===== config.mk =====
export PLATFORM = sky130hd
export DESIGN_NAME = search_scheduler
export DESIGN_NICKNAME = d
export VERILOG_FILES = /design/src/rtl/search_scheduler.sv
export SDC_FILE = /design/constraint.sdc
export NUM_CORES = 1
export LEC_CHECK = 0
export BUFFER_PORTS_ARGS = -buffer_cell sky130_fd_sc_hd__buf_2
export CORE_MARGIN = 4
export CORE_UTILIZATION = 51
export DETAILED_ROUTE_END_ITERATION = 10
export GPL_TIMING_DRIVEN = 0
export HOLD_SLACK_MARGIN = 0.12
export PLACE_DENSITY_LB_ADDON = 0.05
export SLEW_MARGIN = 40
export SYNTH_ARGS = -nofsm -noshare
export SYNTH_HDL_FRONTEND = slang
export SYNTH_SLANG_ARGS = --single-unit

===== constraint.sdc =====
create_clock -name CLK -period 5.7 [get_ports CLK]
set_input_delay 1.14 -clock CLK [delete_from_list [all_inputs] [get_ports CLK]]
set_output_delay 1.14 -clock CLK [all_outputs]
set_load 0.1 [all_outputs]

===== src/rtl/search_scheduler.sv =====
// search_scheduler: hands fixed-size chunks of the candidate space to an array
// of counter+pipeline search engines, watches their found reports, and latches
// the first winning candidate for the display/LED logic.
//
// Start/busy handshake (engine side):
//   eng_start[i] is a one-cycle, one-hot pulse. eng_base is valid in that cycle.
//   The engine samples the pulse on the next rising edge and raises eng_busy[i]
//   from the following cycle. It keeps eng_busy[i] high until its chunk is done.
//   started_mask[i] covers the one cycle between the pulse and busy rising. In
//   that cycle engine i cannot be picked again.
//   eng_found[i] is a level. eng_found_value slice i is only meaningful while it
//   is high. eng_abort is a level that tells every engine to stop.
module search_scheduler #(
    parameter int NUM_ENGINES = 4,
    parameter int COUNT_W     = 32,
    parameter int CHUNK_BITS  = 16,
    parameter int ENG_W       = 2
) (
    input  logic                           CLK,
    input  logic                           reset,
    input  logic                           enable,
    input  logic [NUM_ENGINES-1:0]         eng_busy,
    input  logic [NUM_ENGINES-1:0]         eng_found,
    input  logic [NUM_ENGINES*COUNT_W-1:0] eng_found_value,
    output logic [NUM_ENGINES-1:0]         eng_start,
    output logic [COUNT_W-1:0]             eng_base,
    output logic                           eng_abort,
    output logic                           running,
    output logic                           done,
    output logic                           found,
    output logic [COUNT_W-1:0]             found_value,
    output logic [ENG_W-1:0]               found_engine,
    output logic [COUNT_W-CHUNK_BITS:0]    chunks_issued
);

    localparam int CNT_W = COUNT_W - CHUNK_BITS + 1;
    // The selector walks a power-of-two index space. For a single engine that
    // space is 2 entries, and the unused entry is never free.
    localparam int SEL_N = 1 << ENG_W;
    localparam bit SINGLE_ENGINE = (NUM_ENGINES == 1);
    localparam logic [COUNT_W:0] CHUNK_INC = {{COUNT_W{1'b0}}, 1'b1} << CHUNK_BITS;

    typedef enum logic [2:0] {
        IDLE     = 3'd0,
        DISPATCH = 3'd1,
        DRAIN    = 3'd2,
        FOUND    = 3'd3,
        DONE     = 3'd4
    } state_t;

    // Current FSM state. It is kept as a named signal so that checkers can bind to it.
    state_t state;

    logic [COUNT_W-1:0]     next_base;
    logic                   exhausted;
    logic [ENG_W-1:0]       rr_ptr;
    logic [NUM_ENGINES-1:0] started_mask;

    logic [SEL_N-1:0]       free_ext;
    logic [ENG_W-1:0]       cand;
    logic [ENG_W-1:0]       sel;
    logic                   sel_valid;
    logic [NUM_ENGINES-1:0] sel_onehot;

    logic                   hit;
    logic [ENG_W-1:0]       hit_idx;
    logic [COUNT_W-1:0]     hit_value;

    logic [COUNT_W:0]       base_sum;

    // Round-robin pick: the first free engine at or after rr_ptr, wrapping around.
    always_comb begin
        free_ext = '0;
        free_ext[NUM_ENGINES-1:0] = ~eng_busy & ~started_mask;
        cand      = '0;
        sel       = '0;
        sel_valid = 1'b0;
        for (int k = 0; k < NUM_ENGINES; k++) begin
            cand = rr_ptr + ENG_W'(k);
            if (!sel_valid && free_ext[cand]) begin
                sel_valid = 1'b1;
                sel       = cand;
            end
        end
    end

    // One-hot form of the selected engine. It drives eng_start and started_mask.
    always_comb begin
        sel_onehot = '0;
        for (int i = 0; i < NUM_ENGINES; i++) begin
            sel_onehot[i] = (ENG_W'(i) == sel);
        end
    end

    // Found priority encoder: when several engines report together, the lowest index wins.
    always_comb begin
        hit       = |eng_found;
        hit_idx   = '0;
        hit_value = '0;
        for (int i = NUM_ENGINES - 1; i >= 0; i--) begin
            if (eng_found[i]) begin
                hit_idx   = ENG_W'(i);
                hit_value = eng_found_value[i*COUNT_W +: COUNT_W];
            end
        end
    end

    // Next chunk base. The extra top bit is the carry that marks the space as exhausted.
    always_comb begin
        base_sum = {1'b0, next_base} + CHUNK_INC;
    end

    // Scheduler FSM. It also holds all registered outputs.
    always_ff @(posedge CLK) begin
        if (reset) begin
            state         <= IDLE;
            next_base     <= '0;
            exhausted     <= 1'b0;
            rr_ptr        <= '0;
            started_mask  <= '0;
            eng_start     <= '0;
            eng_base      <= '0;
            eng_abort     <= 1'b0;
            running       <= 1'b0;
            done          <= 1'b0;
            found         <= 1'b0;
            found_value   <= '0;
            found_engine  <= '0;
            chunks_issued <= '0;
        end else begin
            // Start pulses and the busy-lag mask last exactly one cycle.
            eng_start    <= '0;
            started_mask <= '0;

            case (state)
                IDLE: begin
                    if (enable) begin
                        state   <= DISPATCH;
                        running <= 1'b1;
                    end
                end

                DISPATCH: begin
                    if (hit) begin
                        // A found report beats any dispatch opportunity in the same cycle.
                        state        <= FOUND;
                        found        <= 1'b1;
                        eng_abort    <= 1'b1;
                        running      <= 1'b0;
                        found_value  <= hit_value;
                        found_engine <= hit_idx;
                    end else if (exhausted) begin
                        state <= DRAIN;
                    end else if (enable && sel_valid) begin
                        eng_start     <= sel_onehot;
                        started_mask  <= sel_onehot;
                        eng_base      <= next_base;
                        next_base     <= base_sum[COUNT_W-1:0];
                        chunks_issued <= chunks_issued + CNT_W'(1);
                        rr_ptr        <= SINGLE_ENGINE ? '0 : sel + ENG_W'(1);
                        if (base_sum[COUNT_W]) begin
                            exhausted <= 1'b1;
                        end
                    end
                end

                DRAIN: begin
                    if (hit) begin
                        state        <= FOUND;
                        found        <= 1'b1;
                        eng_abort    <= 1'b1;
                        running      <= 1'b0;
                        found_value  <= hit_value;
                        found_engine <= hit_idx;
                    end else if ((eng_busy == '0) && (started_mask == '0)) begin
                        state   <= DONE;
                        done    <= 1'b1;
                        running <= 1'b0;
                    end
                end

                FOUND: begin
                    // Terminal state. Only reset leaves it.
                end

                DONE: begin
                    // Terminal state. Only reset leaves it.
                end

                default: begin
                    state   <= IDLE;
                    running <= 1'b0;
                end
            endcase
        end
    end

endmodule

## After elaboration in Yosys (flattened, before gate mapping)

Index checks and enable logic that the tools add are counted.
Widths: inputs -> output; s select.

- Output and inout port bits: 91
- Logic and storage cells: 101
- Register bits after elaboration: 128
- Input port bits: 139

- $add $sub $neg: 6
- Eq/ne operators: 11
- Mux-type cells: 38
- Bitwise logic cells: 8
- Reduce and logical (&&, ||, !) cells: 22
- Order comparisons: 4

Operators with widths:

| cell | number |
|---|---|
| $mux 32 | 4 |
| $add 32x17->33 const B | 1 |
| $add 17x1->17 const B | 1 |
| $mux 2 | 8 |
| $mux 1 | 15 |
| $mux 3 | 5 |
| $lt 2x3->1 const B | 4 |
| $pmux 3 s4 | 1 |
| $reduce_and 4->1 | 3 |
| $bmux 1 s2 | 4 |
| $logic_not 4->1 | 2 |
| $not 4->4 | 2 |
| $reduce_or 8->1 | 1 |
| $eq 3x2->1 const B | 2 |
| $ne 3x3->1 const B | 2 |
| $logic_and 1x1->1 | 5 |
| $not 1->1 | 5 |
| $add 2x1->2 const B | 2 |
| $add 2x2->2 const B | 2 |
| $and 4x4->4 | 1 |
| $eq 2x2->1 const A | 2 |
| $ne 2x2->1 const B | 2 |
| $pmux 1 s4 | 1 |
| $reduce_and 2->1 | 2 |
| 9 further kinds | 12 |

## Depth between registers and ports, before layout

Gate-level depths: netlist of the first run.

- Word-level depth: 17
- Mapped depth: 8

## Worst setup path before layout of the first run

No wires, ideal clock.

- Kind: input-to-reg
- From: input eng_found[2]
- To: register chunks_issued[16]
- Stages: 5
- Setup time: 0.123 ns
- Setup slack: 2.967 ns
- Buffers on the path: 1
- Data arrival time: 2.610 ns
- Cell sequence: buf_6 nor4_4 nand4_1 or4_1 mux2_1

- Word-level cells in the longest chain between the ends: 3

RTL lines:

| item | line | source |
|---|---|---|
| start: declaration | 23 | `input logic [NUM_ENGINES-1:0] eng_found,` |
| $reduce_or 4->1 | 97 | `hit = \|eng_found;` |
| $not 1->1 (no source line) | n/a |  |
| $reduce_and 4->1 (no source line) | n/a |  |
| end signal: assignment | 159 | `chunks_issued <= chunks_issued + CNT_W'(1);` |
| end: declaration | 33 | `output logic [COUNT_W-CHUNK_BITS:0] chunks_issued` |

Every way passes these cells.
A chain may end at the register's enable or synchronous reset.

## Worst setup path in the final report of the first run

- From: input eng_found[0]
- To: register next_base[27]

- Word-level cells in the longest chain between the ends: 3

RTL lines:

| item | line | source |
|---|---|---|
| $reduce_or 4->1 | 97 |  |
| $not 1->1 (no source line) | n/a |  |
| $reduce_and 4->1 (no source line) | n/a |  |
| end signal: assignment | 158 | `next_base <= base_sum[COUNT_W-1:0];` |
| end: declaration | 54 | `logic [COUNT_W-1:0] next_base;` |

Every way passes these cells.

==> results of run 1 <==
area by class of cell:
class | count | area, µm²
buffer | 71 | 355.3
clock buffer | 10 | 137.6
clock inverter | 6 | 67.56
fill | 843 | 2919
inverter | 11 | 41.29
multi-input combinational | 441 | 2619
sequential | 96 | 1922
tap | 129 | 161.4
timing repair buffer | 212 | 1061
final timing paths:
kind / from / end / slack [ns] / cells past startpoint
min: found_value[0] / found_value[0] / 0.45 / 2
max: eng_found[0] / next_base[27] / 2.92 / 7
max reg2reg: state[2] / next_base[26] / 3.47 / 7
min reg2reg: found_value[0] / found_value[0] / 0.45 / 2
routing by layer:
metal	wire, µm	up-vias	share of wire
met1	6089	2544	0.38
li1	-	2707	-
met4	463	0	0.029
met5	0	-	0
met2	8310	243	0.52
met3	1174	38	0.073
worst register-to-register path: stages, from the launching register on:
cell and delay [ns]:
dfxtp_1 0.30, buf_2 0.16, and4bb_1 0.34, o21ai_1 0.10, clkbuf_1 0.25, buf_2 0.26
nor4_1 0.35, mux2_2 0.37
cell usage after synthesis, types with 2 or more instances:
cell type / number / share of area
nand4_1: 9 / 0.012
and2_1: 6 / 0.0077
nand2b_1: 3 / 0.0038
xnor2_1: 3 / 0.0054
and4_1: 6 / 0.011
a221oi_1: 33 / 0.059
a211oi_1: 4 / 0.0062
a21oi_1: 84 / 0.086
dfxtp_1: 96 / 0.39
or2_2: 3 / 0.0038
or3_1: 40 / 0.051
buf_4: 17 / 0.026
or4b_1: 3 / 0.0062
buf_2: 14 / 0.014
nor2b_1: 2 / 0.0026
o41ai_1: 3 / 0.0054
nor2_1: 18 / 0.014
and3_1: 2 / 0.0026
nand2_1: 81 / 0.062
nor3_1: 5 / 0.0051
o21ai_0: 9 / 0.0092
clkbuf_1: 39 / 0.030
ha_1: 6 / 0.015
o22ai_1: 34 / 0.044
o31ai_1: 18 / 0.028
or4_1: 21 / 0.032
inv_1: 11 / 0.0085
nand3_1: 11 / 0.011
flip-flops by register name, summed over array words and instances, names as in the netlist:
register	cells
started_mask	4
done	1
eng_base	16
running	1
next_base	16
found_engine	2
chunks_issued	17
exhausted	1
found	1
state	3
rr_ptr	2
found_value	32
cells by family (layout without fill, tap and decap cells):
logic type,after synthesis,in the layout
xor+xnor,3,3
flops,96,96
fa+ha+maj,6,6
other cells,1,16
mux,3,3
buf+inv,82,310
simple gates,218,218
compound gates,195,195
through the flow:
stage | hold slack [ns] | worst slack, ns | util | cells
finish | 0.4537 | 2.915 | 0.6856 | 976
global route | 0.4751 | 2.784 | 0.6856 | 976
CTS | 0.4566 | 2.950 | 0.6856 | 976
detailed placement | 0.4441 | 2.576 | 0.6635 | 960
global placement | 0.4401 | 2.616 | 0.6635 | 960
floorplan | 0.4488 | 2.967 | - | 619
power by group through the flow:
| stage | combinational (mW) | clock (mW) | sequential, mW |
|---|---|---|---|
| floorplan | 0.193 | 0 | 0.947 |
| global placement | 0.528 | 0 | 0.731 |
| detailed placement | 0.534 | 0 | 0.732 |
| CTS | 0.534 | 0.466 | 0.717 |
| global route | 0.564 | 0.495 | 0.721 |
| finish | 0.536 | 0.461 | 0.718 |
==> qor.csv, run 1 <==
metric,value,unit
met3 Use GR,0.04287,
Post-Synth Simple-Gate Area,0.2428,
CTS tree,yes,
Worst Clk Skew,0.01041,ns
"CTS clk-pin slew, worst paths",0.09,ns
most frequent cells in the layout,"226 x buf_2, 96 x dfxtp_1, 84 x a21oi_1",
largest net degree at the start of global routing,17,
top_reg_cell synth,dfxtp_1,
"commonest non-fill, non-tap cell in the layout",buf_2,
max-slew violations,0,
DRC,0,
initial antenna violation count,0,
Mapped Area,4881,µm²
type of the worst min-delay path,reg -> reg,
crit-path most repeated cell,buf_2,
WP data required,5.94,ns
clock sink count,96,
Setup Crit Path Kind,in -> reg,
f_max,359.1,MHz
P_sw,0.6710,mW
largest fanout on the critical path,10,
min cycle time layout,2.785,ns
CTS Buf Count,9,
Placeable Area,9284,µm²
compound-gate portion of the synthesized area,0.2540,
Least-Margin Pin Slew,0.5700,ns
Final setup viols,0,
Worst EP arrival,3.02,ns
crit-path cells,"buf_2, nor4_4, o2111ai_1, buf_2, buf_2, o41ai_1, a21oi_1",
Crit-path slowest cell,nor4_4,
Setup crit end kind,register,
DR iter-0 viols,368,
Fin. Hold Viols,0,
Antenna Nets Post-Route,0,
overall power,1.715,mW
Seq pwr share,0.418,
Top Ports,230,
Adder-Cell Fraction of Synth Area,0.01538,
WL per Instance,16.43,µm
drt pass-1 iters,4,
first-pass GRT wire length,24830,µm
"EDFF count, synth",0,
Area Growth Syn to Fin,30.40,%
Vias,5532,
period utilisation layout,0.4885,
Mapped Cells,604,
met2 Usage GRT,0.4986,
NumNets Final,987,
worst skew pair latency,0.37,ns
clock root cell,clkbuf_8,
Antenna Cells,0,
"slowest stage delay, CP",0.57,ns
"delay-heaviest family, CP",compound AO/OA/AOI/OAI gates,
PwrDens,269.4,nW/µm²
mux share of post-synthesis cell area,0.006665,
Worst IR Drop VDD,0.1317,mV
Yosys warnings,0,
Final TNS setup,0,ns
crit start category,primary input,
Die Footprint,11200,µm²
Comb pwr share,0.313,
Max clock buf depth,2,
placed cell areas,6160,µm²
Sw Share,0.3913,
DR vias/cell,5.668,
Post-CTS Hold Buffers,0,
Internal,1.044,mW
final wirelength,16040,µm
met1 Use GR,0.3147,
grt total ovfl,0,
H-tree depth,3,
ys async rst share,0,
sequential fraction of the synthesis area,0.3937,
Overall Global Routing Usage,0.2726,
Post-Syn Area per Cell,8.081,µm²
status,"finished, final reports clean",
post-DP HPWL,12680,µm
setup bufs post-CTS,0,
initial core utilization,0.5257,
Slew HR,0.6171,
Buffers on Ports,212,
final instance area,6365,µm²
WP buf/inv,3,
die height,105.8,µm
Synth cell types,51,
vias in the first global route,5222,
Max-Cap Viols,0,
main combinational cell family by area after synthesis,compound AO/OA/AOI/OAI gates,
Post-Synth XOR/XNOR Area,0.005383,
number of synthesized register bits,96,
post-cts repair resize count,0,
RSZ-0062 raised after global routing,no,
Core Rows,35,
Clk pwr share,0.269,
layout cells sized above 1,0.3140,
die width,105.8,µm
GRT busiest layer,met2,
GPL Wtd Cong,0.8777,
Static Leak,2.686,nW
(Power assumes the default switching activity.)
==> run 2, diff against run 1 <==
--- a/config.mk
+++ b/config.mk
@@ -7,7 +7,7 @@
 export LEC_CHECK = 0
 export BUFFER_PORTS_ARGS = -buffer_cell sky130_fd_sc_hd__buf_2
 export CORE_MARGIN = 4
-export CORE_UTILIZATION = 51
+export CORE_UTILIZATION = 42
 export DETAILED_ROUTE_END_ITERATION = 10
 export GPL_TIMING_DRIVEN = 0
 export HOLD_SLACK_MARGIN = 0.12
==> constraint.sdc (replaced) <==
create_clock -name CLK -period 2.4 [get_ports CLK]
set_input_delay 0.48 -clock CLK [delete_from_list [all_inputs] [get_ports CLK]]
set_output_delay 0.48 -clock CLK [all_outputs]
set_load 0.1 [all_outputs]
==> run 2 against run 1 <==
Setup slack got worse by 2.7 ns; critical path depth stayed put; via count down 0.85%; register-to-register slack lost 3.3 ns; sequential cell count stayed put; global-route usage shrank 3.0 points; clock skew shrank 0.0058 ns; core utilization fell by 12 points; power rose to 2.5 times the previous value; count of clock-buffer cells in the layout grew 3; routed wire length grew 3.6%; critical path type is now reg -> reg; critical endpoint is now next_base[26].
==> qor.csv, run 2 (synthesis results as in run 1) <==
metric,value,unit
status,"finished, final reports clean",
max-slew violations,0,
CTS Buf Count,9,
Worst EP arrival,2.43,ns
P_sw,1.608,mW
Final setup viols,0,
WL per Instance,16.77,µm
DR vias/cell,5.535,
period utilisation layout,0.9180,
WP data required,2.63,ns
DRC,0,
Overall Global Routing Usage,0.2430,
Worst Clk Skew,0.004652,ns
overall power,4.358,mW
Setup Crit Path Kind,reg -> reg,
Final Worst Setup Slack,0.1967,ns
drt pass-1 iters,4,
Fin. Hold Viols,0,
Top Ports,230,
min cycle time layout,2.203,ns
clock sink count,96,
most frequent cells in the layout,"226 x buf_2, 91 x dfxtp_1, 84 x a21oi_1",
Buffers on Ports,212,
Largest register FFs,32,
die width,115.8,µm
Core Rows,39,
placed cell areas,6183,µm²
Max-Cap Viols,0,
Static Leak,2.735,nW
Sw Share,0.3691,
Die Footprint,13410,µm²
Max clock buf depth,2,
post-cts repair resize count,0,
setup bufs post-CTS,0,
worst skew pair latency,0.34,ns
DR iter-0 viols,298,
Area Growth Syn to Fin,32.58,%
Least-Margin Pin Slew,0.5827,ns
largest net degree at the start of global routing,15,
RSZ-0062 raised after global routing,no,
layout cells sized above 1,0.3188,
grt total ovfl,0,
Antenna Nets Post-Route,0,
initial core utilization,0.4275,
Clk pwr share,0.316,
initial antenna violation count,1,
H-tree depth,3,
PwrDens,673.4,nW/µm²
Top reg by flops,found_value,
Vias,5485,
Placement Setup Slack,-0.03953,ns
Seq pwr share,0.391,
CTS tree,yes,
Slew HR,0.6116,
clock root cell,clkbuf_16,
die height,115.8,µm
first-pass GRT wire length,25800,µm
Setup crit end kind,register,
Internal,2.749,mW
GPL Wtd Cong,0.8737,
"commonest non-fill, non-tap cell in the layout",buf_2,
Worst IR Drop VDD,0.3506,mV
final instance area,6471,µm²
largest fanout on the critical path,10,
Comb pwr share,0.293,
Final Util,0.5667,
vias in the first global route,5319,
crit start category,register,
"CTS clk-pin slew, worst paths",0.06,ns
Post-CTS Hold Buffers,0,
NumNets Final,987,
final wirelength,16620,µm
type of the worst min-delay path,reg -> reg,
Largest regs,"found_value x32, chunks_issued x17",
f_max,453.9,MHz
Placeable Area,11420,µm²
post-DP HPWL,12990,µm
## run 2: changes by cell type in the layout (fill, tap and decap cells not counted), sizes merged
| cell | previous run | this run |
|---|---|---|
| clkbuf | 49 | 52 |
| clkinvlp | 2 | 0 |
| bufinv | 1 | 0 |
| clkinv | 2 | 3 |
| diode | 0 | 1 |
| inv | 12 | 11 |
## run 2: area by class of cell
| type | count | area [µm²] |
|---|---|---|
| sequential | 96 | 1928 |
| clock inverter | 3 | 15.01 |
| buffer | 71 | 355.3 |
| tap | 143 | 178.9 |
| multi-input combinational | 441 | 2619 |
| inverter | 11 | 41.29 |
| clock buffer | 13 | 270.3 |
| antenna | 1 | 2.502 |
| fill | 1121 | 4947 |
| timing repair buffer | 212 | 1061 |
## run 2: through the flow
stage                     hold WS, ns  TNS [ns]  std cells
final                          0.4487         0        991
after global routing           0.4687         0        991
after CTS                      0.4521         0        990
after detailed placement       0.4430   -0.2473        974
after global placement         0.4406   -0.1008        974
after floorplan                0.4488         0        619
## run 2: worst max-delay path, cell delays in order, from the launching register on
cell and delay [ns]:
dfxtp_1 0.29, buf_2 0.16, and4bb_1 0.32, o21ai_1 0.09
clkbuf_1 0.26, buf_2 0.28, nor4_1 0.31, mux2_2 0.37
## run 2: metal layers
metal,GRT usage,part of all wire,vias up
li1,-,-,2711
met3,0.04595,0.064,37
met4,0.1237,0.035,0
met5,0,0,-
met1,0.2862,0.39,2523
met2,0.4208,0.51,214
## run 2: final timing paths
check                        to         start  slack (ns)  cells after the start
setup reg to reg  next_base[26]      state[2]        0.20                      7
setup / recovery  next_base[26]      state[2]        0.20                      7
hold / removal     eng_base[19]  eng_base[19]        0.45                      2
hold reg to reg    eng_base[19]  eng_base[19]        0.45                      2
## run 2: power groups by stage
stage	registers, mW	logic, mW	clock network, mW
2_1_floorplan	2.25	0.458	0
3_3_place_gp	1.74	1.26	0
3_5_place_dp	1.74	1.27	0
4_1_cts	1.71	1.27	1.40
5_1_grt	1.71	1.35	1.46
6_report	1.71	1.27	1.38
==> run 3, diff against run 2 <==
--- a/config.mk
+++ b/config.mk
@@ -6,7 +6,6 @@
 export NUM_CORES = 1
 export LEC_CHECK = 0
 export BUFFER_PORTS_ARGS = -buffer_cell sky130_fd_sc_hd__buf_2
-export CORE_MARGIN = 4
 export CORE_UTILIZATION = 42
 export DETAILED_ROUTE_END_ITERATION = 10
 export GPL_TIMING_DRIVEN = 0
==> run 3 against run 2 <==
Critical path type unchanged; sequential share of layout area about the same; global-route usage increased by 1.6 points; critical endpoint unchanged; sequential cell count unchanged; first-iteration DRC count decreased by 11%; highest routed layer unchanged; non-clock buffer count unchanged; sequential power about the same; clock skew increased by 0.0010 ns.
==> qor.csv, run 3 (synthesis results as in run 1) <==
metric,value,unit
status,"finished, final reports clean",
PwrDens,674.9,nW/µm²
CTS tree,yes,
initial core utilization,0.4293,
clock root cell,clkbuf_16,
RSZ-0062 raised after global routing,no,
"commonest non-fill, non-tap cell in the layout",buf_2,
final wirelength,15810,µm
Max clock buf depth,2,
Top Ports,230,
f_max,461.2,MHz
Overall Global Routing Usage,0.2586,
post-cts repair resize count,0,
Core Rows,39,
Slew HR,0.6302,
Post-CTS Hold Buffers,0,
CTS Buf Count,9,
WP data required,2.63,ns
post-DP HPWL,12320,µm
Largest register FFs,32,
setup bufs post-CTS,0,
Area Growth Syn to Fin,32.74,%
Static Leak,2.735,nW
fill count,1132,
DRC,0,
Final TNS setup,0,ns
first-pass GRT wire length,24120,µm
Worst EP arrival,2.40,ns
Placeable Area,11370,µm²
Least-Margin Pin Slew,0.5547,ns
"slowest stage delay, CP",0.36,ns
Setup Crit Path Kind,reg -> reg,
Fin. Hold Viols,0,
WL per Instance,15.96,µm
Top reg by flops,found_value,
Worst IR Drop VDD,0.3536,mV
largest net degree at the start of global routing,16,
grt total ovfl,0,
vias in the first global route,4955,
die height,109.8,µm
clock sink count,96,
GPL Wtd Cong,0.8745,
most frequent cells in the layout,"226 x buf_2, 91 x dfxtp_1, 84 x a21oi_1",
drt pass-1 iters,5,
Crit-path slowest cell,mux2_2,
Largest regs,"found_value x32, chunks_issued x17",
worst skew pair latency,0.34,ns
crit start category,register,
min cycle time layout,2.168,ns
die width,109.8,µm
H-tree depth,3,
Hold WS,0.4502,ns
DR vias/cell,5.554,
Max-Cap Viols,0,
NumNets Final,987,
max-slew violations,0,
period utilisation layout,0.9034,
crit-path most repeated cell,buf_2,
initial antenna violation count,1,
Vias,5504,
Final setup viols,0,
Die Footprint,12060,µm²
DR iter-0 viols,264,
layout cells sized above 1,0.3200,
crit-path cells,"buf_2, and4bb_1, o21ai_1, clkbuf_1, buf_2, nor4_1, mux2_2",
type of the worst min-delay path,reg -> reg,
Antenna Nets Post-Route,0,
"CTS clk-pin slew, worst paths",0.07,ns
Setup crit end kind,register,
Buffers on Ports,212,
Worst Clk Skew,0.005661,ns
largest fanout on the critical path,10,
-- run 3: cell types whose count changed in the layout (fill, tap and decap cells not counted) --
cell	change
clkinvlp_4	+1
clkinv_2	-1
inv_6	+1
clkbuf_1	-1
-- run 3: final cells by class --
class                   count  area, µm²  share of cell area
repair buffers            212       1061              0.1638
plain buffers              71      355.3             0.05485
clock buffers              12      266.5             0.04114
multi-input cells         441       2619              0.4042
inverters                  11      41.29            0.006373
clock inverters             4      26.28            0.004056
well taps                 143      178.9             0.02762
flip-flops and latches     96       1928              0.2976
diodes                      1      2.502           0.0003862
-- run 3: per-layer routing --
metal,part of all wire,GRT usage
met5,0,0
met4,0.019,0.07905
met3,0.060,0.05276
met2,0.52,0.4692
met1,0.40,0.3031
-- run 3: metrics by stage --
| step | cell area [µm²] | utilization | power [mW] | setup slack [ns] | instances |
|---|---|---|---|---|---|
| 2_1_floorplan | 4943 | - | 2.707 | 0.007660 | 619 |
| 3_3_place_gp | 6183 | 0.5439 | 2.997 | -0.06338 | 974 |
| 3_5_place_dp | 6183 | 0.5439 | 3.010 | -0.04831 | 974 |
| 4_1_cts | 6476 | 0.5696 | 4.394 | 0.2231 | 990 |
| 5_1_grt | 6479 | 0.5698 | 4.532 | 0.1454 | 991 |
| 6_report | 6479 | 0.5698 | 4.372 | 0.2318 | 991 |
-- run 3: worst max-delay path: cells and delay by family, from the launching register on --
family	cells	cell delay, ns
buf+inv	3	0.68
flops	1	0.30
mux	1	0.36
compound gates	1	0.09
simple gates	2	0.62
-- run 3: worst paths after layout --
check / from / endpoint / slack (ns) / cells after the start
max reg2reg: state[2] / next_base[26] / 0.23 / 7
max: state[2] / next_base[26] / 0.23 / 7
min: eng_base[22] / eng_base[22] / 0.45 / 2
min reg2reg: eng_base[22] / eng_base[22] / 0.45 / 2
-- run 3: power by group --
| part | switching [mW] | leakage [nW] | internal [mW] |
|---|---|---|---|
| clock | 0.608 | 0.145 | 0.788 |
| sequential | 0.0381 | 0.783 | 1.67 |
| combinational | 0.972 | 1.81 | 0.299 |
